File: config.mk
export PLATFORM = sky130hd
export DESIGN_NAME = regex_cpu_local_fifo
export DESIGN_NICKNAME = d
export VERILOG_FILES = /design/src/rtl/regex_cpu_local_fifo.sv
export SDC_FILE = /design/constraint.sdc
export NUM_CORES = 1
export LEC_CHECK = 0
export BUFFER_PORTS_ARGS = -buffer_cell sky130_fd_sc_hd__buf_2
export CORE_UTILIZATION = 45
export CTS_CLUSTER_DIAMETER = 80
export CTS_CLUSTER_SIZE = 25
export DETAILED_ROUTE_END_ITERATION = 7
export PLACE_DENSITY = 0.72
export SKIP_CTS_REPAIR_TIMING = 1
export SLEW_MARGIN = 20
export SYNTH_ARGS = -nofsm -noshare
export SYNTH_HDL_FRONTEND = slang
export SYNTH_SLANG_ARGS = --single-unit
File: constraint.sdc
create_clock -name clk -period 4.46 [get_ports clk]
set_input_delay 0.892 -clock clk [delete_from_list [all_inputs] [get_ports clk]]
set_output_delay 0.892 -clock clk [all_outputs]
set_load 0.005 [all_outputs]
File: src/rtl/regex_cpu_local_fifo.sv
// ==== regex_cpu_local_fifo : regex thread core with a local SPLIT-target FIFO ====
// ==== rev 1.0 ====
`default_nettype none

module regex_cpu_local_fifo #(
  parameter int PC_WIDTH          = 9,
  parameter int CC_ID_BITS        = 2,
  parameter int CHARACTER_WIDTH   = 8,
  parameter int MEMORY_WIDTH      = 20,
  parameter int MEMORY_ADDR_WIDTH = 11,
  parameter int LOCAL_FIFO_DEPTH  = 4
) (
  input  logic                                          clk,
  input  logic                                          rst,
  input  logic [CHARACTER_WIDTH*(2**CC_ID_BITS)-1:0]    current_characters,
  input  logic [(2**CC_ID_BITS)-1:0]                    end_of_string,
  input  logic                                          input_pc_valid,
  output logic                                          input_pc_ready,
  input  logic [PC_WIDTH-1:0]                           input_pc,
  input  logic [CC_ID_BITS-1:0]                         input_cc_id,
  output logic                                          memory_valid,
  input  logic                                          memory_ready,
  output logic [MEMORY_ADDR_WIDTH-1:0]                  memory_addr,
  input  logic [MEMORY_WIDTH-1:0]                       memory_data,
  output logic                                          output_pc_valid,
  input  logic                                          output_pc_ready,
  output logic [PC_WIDTH-1:0]                           output_pc,
  output logic [CC_ID_BITS-1:0]                         output_cc_id,
  output logic [(2**CC_ID_BITS)-1:0]                    elaborating_chars,
  output logic                                          accepts,
  output logic                                          running,
  output logic [$clog2(LOCAL_FIFO_DEPTH):0]             local_fifo_count
);

  localparam int NUM_SLOTS         = 2**CC_ID_BITS;
  localparam int DATA_WIDTH        = 2*CHARACTER_WIDTH;
  localparam int INSTRUCTION_WIDTH = 4 + DATA_WIDTH;
  localparam int PTR_WIDTH         = $clog2(LOCAL_FIFO_DEPTH);
  localparam int CNT_WIDTH         = PTR_WIDTH + 1;

  localparam logic [3:0] OP_ACCEPT                = 4'd0;
  localparam logic [3:0] OP_SPLIT                 = 4'd1;
  localparam logic [3:0] OP_MATCH                 = 4'd2;
  localparam logic [3:0] OP_JMP                   = 4'd3;
  localparam logic [3:0] OP_END_WITHOUT_ACCEPTING = 4'd4;
  localparam logic [3:0] OP_MATCH_ANY             = 4'd5;
  localparam logic [3:0] OP_ACCEPT_PARTIAL        = 4'd6;
  localparam logic [3:0] OP_NOT_MATCH             = 4'd7;
  localparam logic [3:0] OP_MATCH_RANGE           = 4'd8;
  localparam logic [3:0] OP_NOT_MATCH_RANGE       = 4'd9;

  typedef enum logic [1:0] {
    S_IDLE       = 2'd0,
    S_FETCH_SEND = 2'd1,
    S_FETCH_REC  = 2'd2,
    S_EXEC       = 2'd3
  } state_t;

  state_t                         state, state_next;
  logic [PC_WIDTH-1:0]            curr_pc, pc_next;
  logic [CC_ID_BITS-1:0]          curr_cc_id, cc_next;
  logic [INSTRUCTION_WIDTH-1:0]   instruction, instruction_next;

  logic [PC_WIDTH-1:0]            fifo_pc [LOCAL_FIFO_DEPTH];
  logic [CC_ID_BITS-1:0]          fifo_cc [LOCAL_FIFO_DEPTH];
  logic [PTR_WIDTH-1:0]           rd_ptr, wr_ptr;
  logic [CNT_WIDTH-1:0]           count;
  logic                           push, pop;

  logic [3:0]                     opcode;
  logic [DATA_WIDTH-1:0]          data;
  logic [CHARACTER_WIDTH-1:0]     chr, lo, hi;
  logic [PC_WIDTH-1:0]            pc_inc, data_pc;
  logic [CC_ID_BITS-1:0]          cc_inc;
  logic                           fifo_full, match_hit;

  // Character comparisons use the low data byte; ranges use {hi, lo}.
  assign opcode    = instruction[INSTRUCTION_WIDTH-1 -: 4];
  assign data      = instruction[DATA_WIDTH-1:0];
  assign lo        = data[CHARACTER_WIDTH-1:0];
  assign hi        = data[DATA_WIDTH-1:CHARACTER_WIDTH];
  assign chr       = current_characters[int'(curr_cc_id)*CHARACTER_WIDTH +: CHARACTER_WIDTH];
  assign pc_inc    = curr_pc + PC_WIDTH'(1);
  assign cc_inc    = curr_cc_id + CC_ID_BITS'(1);
  assign data_pc   = data[PC_WIDTH-1:0];
  assign fifo_full = (count == CNT_WIDTH'(LOCAL_FIFO_DEPTH));

  assign local_fifo_count  = count;
  assign running           = (state != S_IDLE) || (count != '0);
  assign elaborating_chars = (state != S_IDLE) ? (NUM_SLOTS'(1) << curr_cc_id) : '0;

  always_comb begin
    match_hit = 1'b0;
    case (opcode)
      OP_MATCH:       match_hit = (chr == lo);
      OP_MATCH_RANGE: match_hit = (chr >= lo) && (chr <= hi);
      OP_MATCH_ANY:   match_hit = 1'b1;
      default:        match_hit = 1'b0;
    endcase
  end

  always_comb begin
    state_next       = state;
    pc_next          = curr_pc;
    cc_next          = curr_cc_id;
    instruction_next = instruction;
    push             = 1'b0;
    pop              = 1'b0;
    input_pc_ready   = 1'b0;
    memory_valid     = 1'b0;
    memory_addr      = '0;
    output_pc_valid  = 1'b0;
    output_pc        = '0;
    output_cc_id     = '0;
    accepts          = 1'b0;

    case (state)
      S_IDLE: begin
        // Parked local threads always win over new work from the scheduler.
        if (count != '0) begin
          pop        = 1'b1;
          pc_next    = fifo_pc[rd_ptr];
          cc_next    = fifo_cc[rd_ptr];
          state_next = S_FETCH_SEND;
        end else begin
          input_pc_ready = 1'b1;
          if (input_pc_valid) begin
            pc_next    = input_pc;
            cc_next    = input_cc_id;
            state_next = S_FETCH_SEND;
          end
        end
      end

      S_FETCH_SEND: begin
        memory_valid = 1'b1;
        memory_addr  = MEMORY_ADDR_WIDTH'(curr_pc);
        if (memory_ready) state_next = S_FETCH_REC;
      end

      S_FETCH_REC: begin
        instruction_next = memory_data[INSTRUCTION_WIDTH-1:0];
        state_next       = S_EXEC;
      end

      S_EXEC: begin
        state_next = S_IDLE;
        case (opcode)
          OP_JMP: begin
            pc_next    = data_pc;
            state_next = S_FETCH_SEND;
          end
          OP_NOT_MATCH: begin
            if (chr != lo) begin
              pc_next    = pc_inc;
              state_next = S_FETCH_SEND;
            end
          end
          OP_NOT_MATCH_RANGE: begin
            if ((chr < lo) || (chr > hi)) begin
              pc_next    = pc_inc;
              state_next = S_FETCH_SEND;
            end
          end
          OP_SPLIT: begin
            if (!fifo_full) begin
              push       = 1'b1;
              pc_next    = pc_inc;
              state_next = S_FETCH_SEND;
            end else begin
              // Overflowed target goes out to the scheduler; fallthrough waits.
              output_pc_valid = 1'b1;
              output_pc       = data_pc;
              output_cc_id    = curr_cc_id;
              if (output_pc_ready) begin
                pc_next    = pc_inc;
                state_next = S_FETCH_SEND;
              end else begin
                state_next = S_EXEC;
              end
            end
          end
          OP_MATCH, OP_MATCH_RANGE, OP_MATCH_ANY: begin
            if (match_hit) begin
              output_pc_valid = 1'b1;
              output_pc       = pc_inc;
              output_cc_id    = cc_inc;
              if (!output_pc_ready) state_next = S_EXEC;
            end
          end
          OP_ACCEPT:         accepts = end_of_string[curr_cc_id];
          OP_ACCEPT_PARTIAL: accepts = 1'b1;
          default:           state_next = S_IDLE;
        endcase
      end

      default: state_next = S_IDLE;
    endcase
  end

  always_ff @(posedge clk) begin
    if (rst) begin
      state       <= S_IDLE;
      curr_pc     <= '0;
      curr_cc_id  <= '0;
      instruction <= {OP_END_WITHOUT_ACCEPTING, {DATA_WIDTH{1'b0}}};
      rd_ptr      <= '0;
      wr_ptr      <= '0;
      count       <= '0;
    end else begin
      state       <= state_next;
      curr_pc     <= pc_next;
      curr_cc_id  <= cc_next;
      instruction <= instruction_next;
      if (push) begin
        wr_ptr <= wr_ptr + PTR_WIDTH'(1);
        count  <= count + CNT_WIDTH'(1);
      end else if (pop) begin
        rd_ptr <= rd_ptr + PTR_WIDTH'(1);
        count  <= count - CNT_WIDTH'(1);
      end
    end
  end

  always_ff @(posedge clk) begin
    if (push) begin
      fifo_pc[wr_ptr] <= data_pc;
      fifo_cc[wr_ptr] <= curr_cc_id;
    end
  end

endmodule

`default_nettype wire

==> impl_metrics.toml, run 1 <==
[routing]
ant_nets = 0
drc_errors = 0
drtPass1Iterations = 4
viasPerCell = 5.532
routedWlPerCell_um = 17.28
routed_wl_um = 12040
vias = 3856
drtIter0Drc = 284

[critical_path]
r2r_end = "curr_pc[1]"
path_cells = "buf_2 > mux4_2 > ha_1 > nor2b_1 > o211a_1 > o21ai_0 > o2111ai_2 > a21o_1 > o2bb2ai_1 > buf_2"
critical_path_buf_inv_count = 2
arrival_ns = 3.48
worst_setup_path_start_kind = "input port"
worst_setup_path_end_kind = "primary output"
r2r-start = "curr_cc_id[0]"
slowest_stage = "mux4_2"
path_delay_family = "compound AO/OA/AOI/OAI gates"
r2r_slack_ns = 1.36
max_stage_delay_ns = 0.49
worstPathRequired_ns = 3.57
cp_common_cell = "buf_2"
critPathKind = "input port to primary output"
crit_fanout = 8
rr_worst_depth = 8

[global_route]
antenna_found_initial = 0
grt_start_max_net_pins = 49
grt_pass1_vias = 3799
grt_usage_pct = 22.55
overflow = 0
grt_pass1_wl_um = 19250

[synthesis]
synth_largest_area_cell = "edfxtp_1"
ys_ff_latch = 86
yosysMostFrequentCell = "nand2_1"
synth_edf_count = 44
synth-async-reset-ratio_pct = 0
synth_common_cells = "nand2_1 (73), edfxtp_1 (44), dfxtp_1 (42), a21oi_1 (37), ha_1 (25)"
yosysSeqAreaShare_pct = 43.59
yosysTopAreaCellShare_pct = 26.64
synthTopCellsByArea = "edfxtp_1 (27%), dfxtp_1 (17%), mux4_2 (9.1%)"
syn_area_um2 = 4960
synth_cells = 462
syn_area_per_cell_um2 = 10.74
ys_types = 68
synth_warnings = 0
synth-main-ff-cell = "edfxtp_1"

[placement]
dpl.hpwl_um = 9187
placed_area_um2 = 5519
place_ws_ns = 0.1349
gp_congestion = 0.8650
port_buffers = 103

[job]
max-cap-violations = 0

[timing]
fin_skew_ns = 0.01553
finalWorstSetupSlack_ns = 0.08886
worst_pin_slew_ns = 0.8902
slew_headroom_pct = 40.65
clock.fmax_ghz = 0.2288
rsz0062_at_grt = "false"
setup_violations = 0
post-route-min-period_ns = 4.371
hold_slack_ns = 0.4685
hold_viol = 0
final-max-slew-violation-count = 0
fin_crit_sh_pct = 98.01

[floorplanning]
die_y_um = 107.0
rows = 37
die_w_um = 107.0
core_region_area_um2 = 10510
initial_core_util_pct = 47.20
io_pins = 106
dieArea_um2 = 11450

[finish]
seq_area_um2 = 2163
antenna_cells = 0
multi_input_area_um2 = 2565
fin_area_um2 = 5709
final_nets = 654
final_layout_size_suffix_gt1_share_pct = 29.41
syn2layout_area_growth_pct = 15.11
n_fill_cell = 910

[hold_path]
whs_endpoint = "instruction[10]"
hp-class = "register to register"
hold_start = "instruction[10]"
whs_path_depth = 2

[run_status]
status = "completed"

[clock_tree]
cts_sinks = 86
cts_made_buffers = 9
insertion_delay_ns = 0.37
clk_pin_slew_ns = 0.08
cts_buffer_depth = 2
cts_tree = "done"
clockRootBuffer = "clkbuf_8"
h-tree-depth = 3

[pwr]
vdd_drop_max_mv = 0.2983
p_leak_nw = 2.137
p_per_area_nw_per_um2 = 434.7
## worst register-to-register path: stages (launching register included)
cell and delay (ns):
dfxtp_2 0.49, mux4_2 0.58, ha_1 0.32, nor2b_1 0.14, o211a_1 0.19, o21ai_0 0.34, o2111ai_2 0.31, a31oi_4 0.42
mux2i_1 0.23
## final cells by class
class | instances | area share (%)
Tap cell | 136 | 2.980
Clock buffer | 9 | 2.170
Timing Repair Buffer | 108 | 9.687
Clock inverter | 7 | 0.9643
Inverter | 21 | 1.381
Sequential cell | 86 | 37.89
Multi-Input combinational cell | 330 | 44.93
## stage by stage
step	std cells	TNS [ns]	utilization, %	power [W]
finish	697	0	54.33	0.002482
global route	697	0	54.33	0.002648
CTS	697	-0.005446	54.22	0.002488
detailed placement	681	0	52.52	0.001991
global placement	681	0	52.52	0.001959
floorplan	463	0	-	0.001710
## worst max path at each step
stage                     slack (ns)              end  cells past startpoint                   start
final                           0.09     output_pc[7]                     10  current_characters[25]
after global routing           0.009     output_pc[4]                     10           curr_cc_id[0]
after CTS                     -0.005  output_cc_id[0]                      9           curr_cc_id[0]
after detailed placement        0.13  output_cc_id[0]                     10  current_characters[25]
after global placement          0.24  output_cc_id[0]                     10  current_characters[17]
after floorplan                 0.68     output_pc[0]                      8  current_characters[25]
## state kept, by name (all words and copies together), names as in the netlist, named ones only
register          cells
curr_pc               9
wr_ptr                2
local_fifo_count      3
rd_ptr                2
curr_cc_id            2
fifo_cc               8
fifo_pc              36
state                 2
instruction          20
## where the power goes
part / internal [W] / switching (W) / leakage (nW)
Clock: 0.000208 / 0.000292 / 0.0883
Combinational: 0.000448 / 0.000482 / 1.30
Sequential: 0.000905 / 0.000148 / 0.749
## placed cells by master (no fill, tap or decap), types with 12 or more instances in the layout
master    instances
inv_1            21
a21oi_1          36
mux2i_1          12
edfxtp_1         44
dfxtp_1          41
and2_1           15
nand2_1          73
ha_1             25
buf_2           103
mux4_2           20
nor2_1           21
## cells by family after synthesis
group / Yosys count / share of synthesized area [%]
compound gates: 96 / 13.22
mux: 33 / 11.73
fa+ha+maj: 26 / 6.710
simple gates: 161 / 17.58
flops: 86 / 43.59
other cells: 1 / 0.07561
xor+xnor: 12 / 2.119
buf+inv: 47 / 4.970
## per-layer routing
layer | GRT usage, % | vias to the layer above | wire length (um)
met5 | 0 | - | 0
met4 | 6.654 | 0 | 159
met3 | 4.985 | 16 | 995
met2 | 38.06 | 163 | 5870
met1 | 28.97 | 1815 | 5016
li1 | - | 1862 | -
Note: power is estimated with default switching activity, not from simulation.
==> run 2, diff against run 1 <==
--- a/config.mk
+++ b/config.mk
@@ -10,7 +10,7 @@
 export CTS_CLUSTER_DIAMETER = 80
 export CTS_CLUSTER_SIZE = 25
 export DETAILED_ROUTE_END_ITERATION = 7
-export PLACE_DENSITY = 0.72
+export PLACE_DENSITY = 0.75
 export SKIP_CTS_REPAIR_TIMING = 1
 export SLEW_MARGIN = 20
 export SYNTH_ARGS = -nofsm -noshare
==> impl_metrics.toml, run 2 (synthesis results as in run 1) <==
[routing]
vias = 3922
routed_wl_um = 12070
drtIter0Drc = 217
drtPass1Iterations = 4
drc_errors = 0
routedWlPerCell_um = 17.32
ant_nets = 0
viasPerCell = 5.627

[timing]
fin_crit_sh_pct = 94.47
fin_skew_ns = 0.004783
post-route-min-period_ns = 4.213
clock.fmax_ghz = 0.2373
slew_headroom_pct = 42.52
tns_ns = 0
setup_violations = 0
final-max-slew-violation-count = 0
hold_viol = 0
worst_pin_slew_ns = 0.8622
rsz0062_at_grt = "false"

[finish]
final_nets = 654
largest_reg_flops = 36
final_layout_size_suffix_gt1_share_pct = 29.59
syn2layout_area_growth_pct = 15.87
post-route-util_pct = 54.69
n_fill_cell = 914
seq_area_um2 = 2167
fin_area_um2 = 5747
final_cell_mix = "buf_2 (103), nand2_1 (73), edfxtp_1 (44), dfxtp_1 (40), a21oi_1 (37)"
top_register = "fifo_pc"
antenna_cells = 0
reg.largest.list = "fifo_pc (36), instruction (20), curr_pc (9)"
mostFrequentLayoutCell = "buf_2"
multi_input_area_um2 = 2561

[critical_path]
critPathKind = "register to primary output"
r2r_slack_ns = 1.47
arrival_ns = 3.32
crit_fanout = 7
worst_setup_path_end_kind = "primary output"
worst_setup_path_start_kind = "register"
rr_worst_depth = 8
r2r_end = "curr_pc[4]"
worstPathRequired_ns = 3.57
r2r-start = "curr_cc_id[0]"

[hold_path]
hp-class = "register to register"
hold_start = "instruction[11]"
whs_path_depth = 2
whs_endpoint = "instruction[11]"

[pwr]
p_per_area_nw_per_um2 = 448.0
vdd_drop_max_mv = 0.1811
p_leak_nw = 2.159

[global_route]
grt_pass1_vias = 3898
grt_usage_pct = 22.63
grt_start_max_net_pins = 49
overflow = 0
antenna_found_initial = 0
grt_pass1_wl_um = 19510

[floorplanning]
io_pins = 106
die_w_um = 107.0
rows = 37
core_region_area_um2 = 10510
dieArea_um2 = 11450
die_y_um = 107.0
initial_core_util_pct = 47.20

[placement]
dpl.hpwl_um = 9286
gp_congestion = 0.8620
port_buffers = 103
placed_area_um2 = 5519

[clock_tree]
insertion_delay_ns = 0.37
h-tree-depth = 3
cts_buffer_depth = 2
cts_sinks = 86
cts_tree = "done"
cts_made_buffers = 9
clk_pin_slew_ns = 0.09
clockRootBuffer = "clkbuf_8"

[run_status]
status = "completed"

[job]
max-cap-violations = 0
[run 2: worst max path at each step]
stage	startpoint	endpoint	slack, ns
detailed placement	current_characters[25]	output_cc_id[0]	0.15
global placement	current_characters[25]	output_cc_id[0]	0.20
finish	curr_cc_id[0]	output_cc_id[0]	0.25
global route	curr_cc_id[0]	output_pc[6]	0.06
floorplan	current_characters[25]	output_pc[0]	0.68
CTS	curr_cc_id[0]	output_cc_id[0]	0.005
[run 2: worst max-delay path, cell delays in order, from the launching register on]
cell,delay [ns]
dfxtp_4,0.43
buf_4,0.18
mux4_2,0.54
ha_1,0.31
nand4_1,0.19
nor2_1,0.17
a31oi_1,0.11
or2_2,0.33
a21oi_1,0.34
mux2_2,0.24
buf_2,0.11
[run 2: routing by layer]
metal	vias up	global-route usage [%]	wire length, um
met5	-	0	0
met4	0	10.37	310
met3	19	3.040	987
met2	176	38.57	5834
met1	1863	28.54	4939
li1	1864	-	-
[run 2: through the flow]
stage	power [W]	worst slack [ns]	instances	hold slack, ns
CTS	0.002574	0.004866	697	0.4648
global placement	0.001955	0.2050	681	0.4479
floorplan	0.001710	0.6819	463	0.4363
detailed placement	0.001999	0.1488	681	0.4515
global route	0.002739	0.06257	697	0.4859
finish	0.002575	0.2467	697	0.4603
[run 2: cell type report]
class,instances,area share (%)
clock buffer,9,2.155
clock inverter,7,1.611
inverter,21,1.372
multi-input combinational,330,44.57
sequential,86,37.71
tap,136,2.961
timing repair buffer,108,9.623
[run 2: power by group]
part           internal [W]  total, W  switching (W)
clock network      0.000273  0.000583       0.000310
registers          0.000907   0.00106       0.000154
logic              0.000449  0.000931       0.000482
total               0.00163   0.00257       0.000945
==> run 3, diff against run 2 <==
--- a/config.mk
+++ b/config.mk
@@ -6,11 +6,12 @@
 export NUM_CORES = 1
 export LEC_CHECK = 0
 export BUFFER_PORTS_ARGS = -buffer_cell sky130_fd_sc_hd__buf_2
-export CORE_UTILIZATION = 45
+export CORE_MARGIN = 8
+export CORE_UTILIZATION = 55
 export CTS_CLUSTER_DIAMETER = 80
 export CTS_CLUSTER_SIZE = 25
 export DETAILED_ROUTE_END_ITERATION = 7
-export PLACE_DENSITY = 0.75
+export PLACE_DENSITY = 0.87
 export SKIP_CTS_REPAIR_TIMING = 1
 export SLEW_MARGIN = 20
 export SYNTH_ARGS = -nofsm -noshare
==> impl_metrics.toml, run 3 (synthesis results as in run 1) <==
[finish]
reg.largest.list = "fifo_pc (36), instruction (20), curr_pc (9)"
fin_area_um2 = 5700
fin_cells = 670
syn2layout_area_growth_pct = 14.93
n_fill_cell = 689
seq_area_um2 = 2166
final_nets = 655
final_layout_size_suffix_gt1_share_pct = 29.18
mostFrequentLayoutCell = "buf_2"
largest_reg_flops = 36
multi_input_area_um2 = 2561
antenna_cells = 0
final_cell_mix = "buf_2 (103), nand2_1 (73), edfxtp_1 (44), dfxtp_1 (41), a21oi_1 (37)"
top_register = "fifo_pc"

[clock_tree]
h-tree-depth = 3
cts_sinks = 86
insertion_delay_ns = 0.36
cts_made_buffers = 9
clk_pin_slew_ns = 0.08
clockRootBuffer = "clkbuf_8"
cts_buffer_depth = 2
cts_tree = "done"

[critical_path]
worst_setup_path_start_kind = "input port"
rr_worst_depth = 8
path_cells = "buf_2 > mux4_2 > ha_1 > nor2b_1 > o211a_1 > o21ai_0 > o2111ai_2 > a21o_1 > o2bb2ai_1 > buf_2"
arrival_ns = 3.44
slowest_stage = "mux4_2"
worst_setup_path_end_kind = "primary output"
r2r_end = "curr_pc[1]"
r2r_slack_ns = 1.40
max_stage_delay_ns = 0.50
cp_common_cell = "buf_2"
crit_path_end = "output_pc[0]"
startpoint = "current_characters[25]"
r2r-start = "curr_cc_id[0]"
worstPathRequired_ns = 3.57
crit_fanout = 8
critPathKind = "input port to primary output"

[timing]
hold_slack_ns = 0.4559
post-route-min-period_ns = 4.330
setup_violations = 0
final-max-slew-violation-count = 0
fin_crit_sh_pct = 97.08
worst_pin_slew_ns = 0.8653
finalWorstSetupSlack_ns = 0.1302
hold_viol = 0
rsz0062_at_grt = "false"
fin_skew_ns = 0.01148
slew_headroom_pct = 42.31
clock.fmax_ghz = 0.2310
tns_ns = 0

[pwr]
p_per_area_nw_per_um2 = 451.1
vdd_drop_max_mv = 0.3701
p_leak_nw = 2.149

[global_route]
grt_pass1_wl_um = 20790
overflow = 0
antenna_found_initial = 0
grt_start_max_net_pins = 49
grt_usage_pct = 20.92
grt_pass1_vias = 4120

[routing]
ant_nets = 0
vias = 3990
routed_wl_um = 13130
drc_errors = 0
drtPass1Iterations = 7
drtIter0Drc = 312
routedWlPerCell_um = 19.60
viasPerCell = 5.955

[run_status]
status = "completed"

[placement]
port_buffers = 103
placed_area_um2 = 5492
gp_congestion = 0.9220
dpl.hpwl_um = 9995
place_ws_ns = 0.1330
dp.cells = 654

[hold_path]
hp-class = "register to register"

[floorplanning]
dieArea_um2 = 12310
io_pins = 106
core_region_area_um2 = 8721
die_y_um = 111.0
rows = 34
initial_core_util_pct = 56.87
die_w_um = 111.0

[job]
max-cap-violations = 0
## run 3: where the power goes
part,internal [W],leakage (nW),total (W),switching (W)
registers,0.000907,0.749,0.00106,0.000151
clock network,0.000275,0.0936,0.000557,0.000283
logic,0.000451,1.31,0.000957,0.000506
total,0.00163,2.15,0.00257,0.000939
## run 3: final cells by class
cell class	instances	share of cell area, %
repair buffers	109	9.833
flip-flops and latches	86	37.99
inverters	21	1.383
clock inverters	5	1.010
well taps	108	2.371
multi-input cells	330	44.93
clock buffers	11	2.480
## run 3: routing by layer
layer | vias up | share of wire, % | global-route usage [%]
li1 | 1856 | - | -
met1 | 1876 | 38 | 23.98
met2 | 223 | 49 | 35.93
met3 | 35 | 10 | 6.385
met4 | 0 | 2.4 | 7.387
met5 | - | 0 | 0
## run 3: worst min path at each step
stage | from | endpoint | slack (ns) | cells past startpoint
finish | instruction[15] | instruction[15] | 0.46 | 2
global route | instruction[15] | instruction[15] | 0.48 | 2
CTS | instruction[15] | instruction[15] | 0.46 | 2
detailed placement | instruction[15] | instruction[15] | 0.45 | 2
global placement | instruction[15] | instruction[15] | 0.44 | 2
floorplan | instruction[10] | instruction[10] | 0.44 | 2
## run 3: worst max-delay path, delay by kind of cell
kind | cells | cell delay [ns]
compound gates | 5 | 1.31
fa+ha+maj | 1 | 0.34
buf+inv | 2 | 0.23
mux | 1 | 0.50
simple gates | 1 | 0.15
## run 3: through the flow
step	power [W]	util, %
2_1_floorplan	0.001710	-
3_3_place_gp	0.001956	62.97
3_5_place_dp	0.002012	62.97
4_1_cts	0.002564	65.25
5_1_grt	0.002717	65.37
6_report	0.002571	65.37
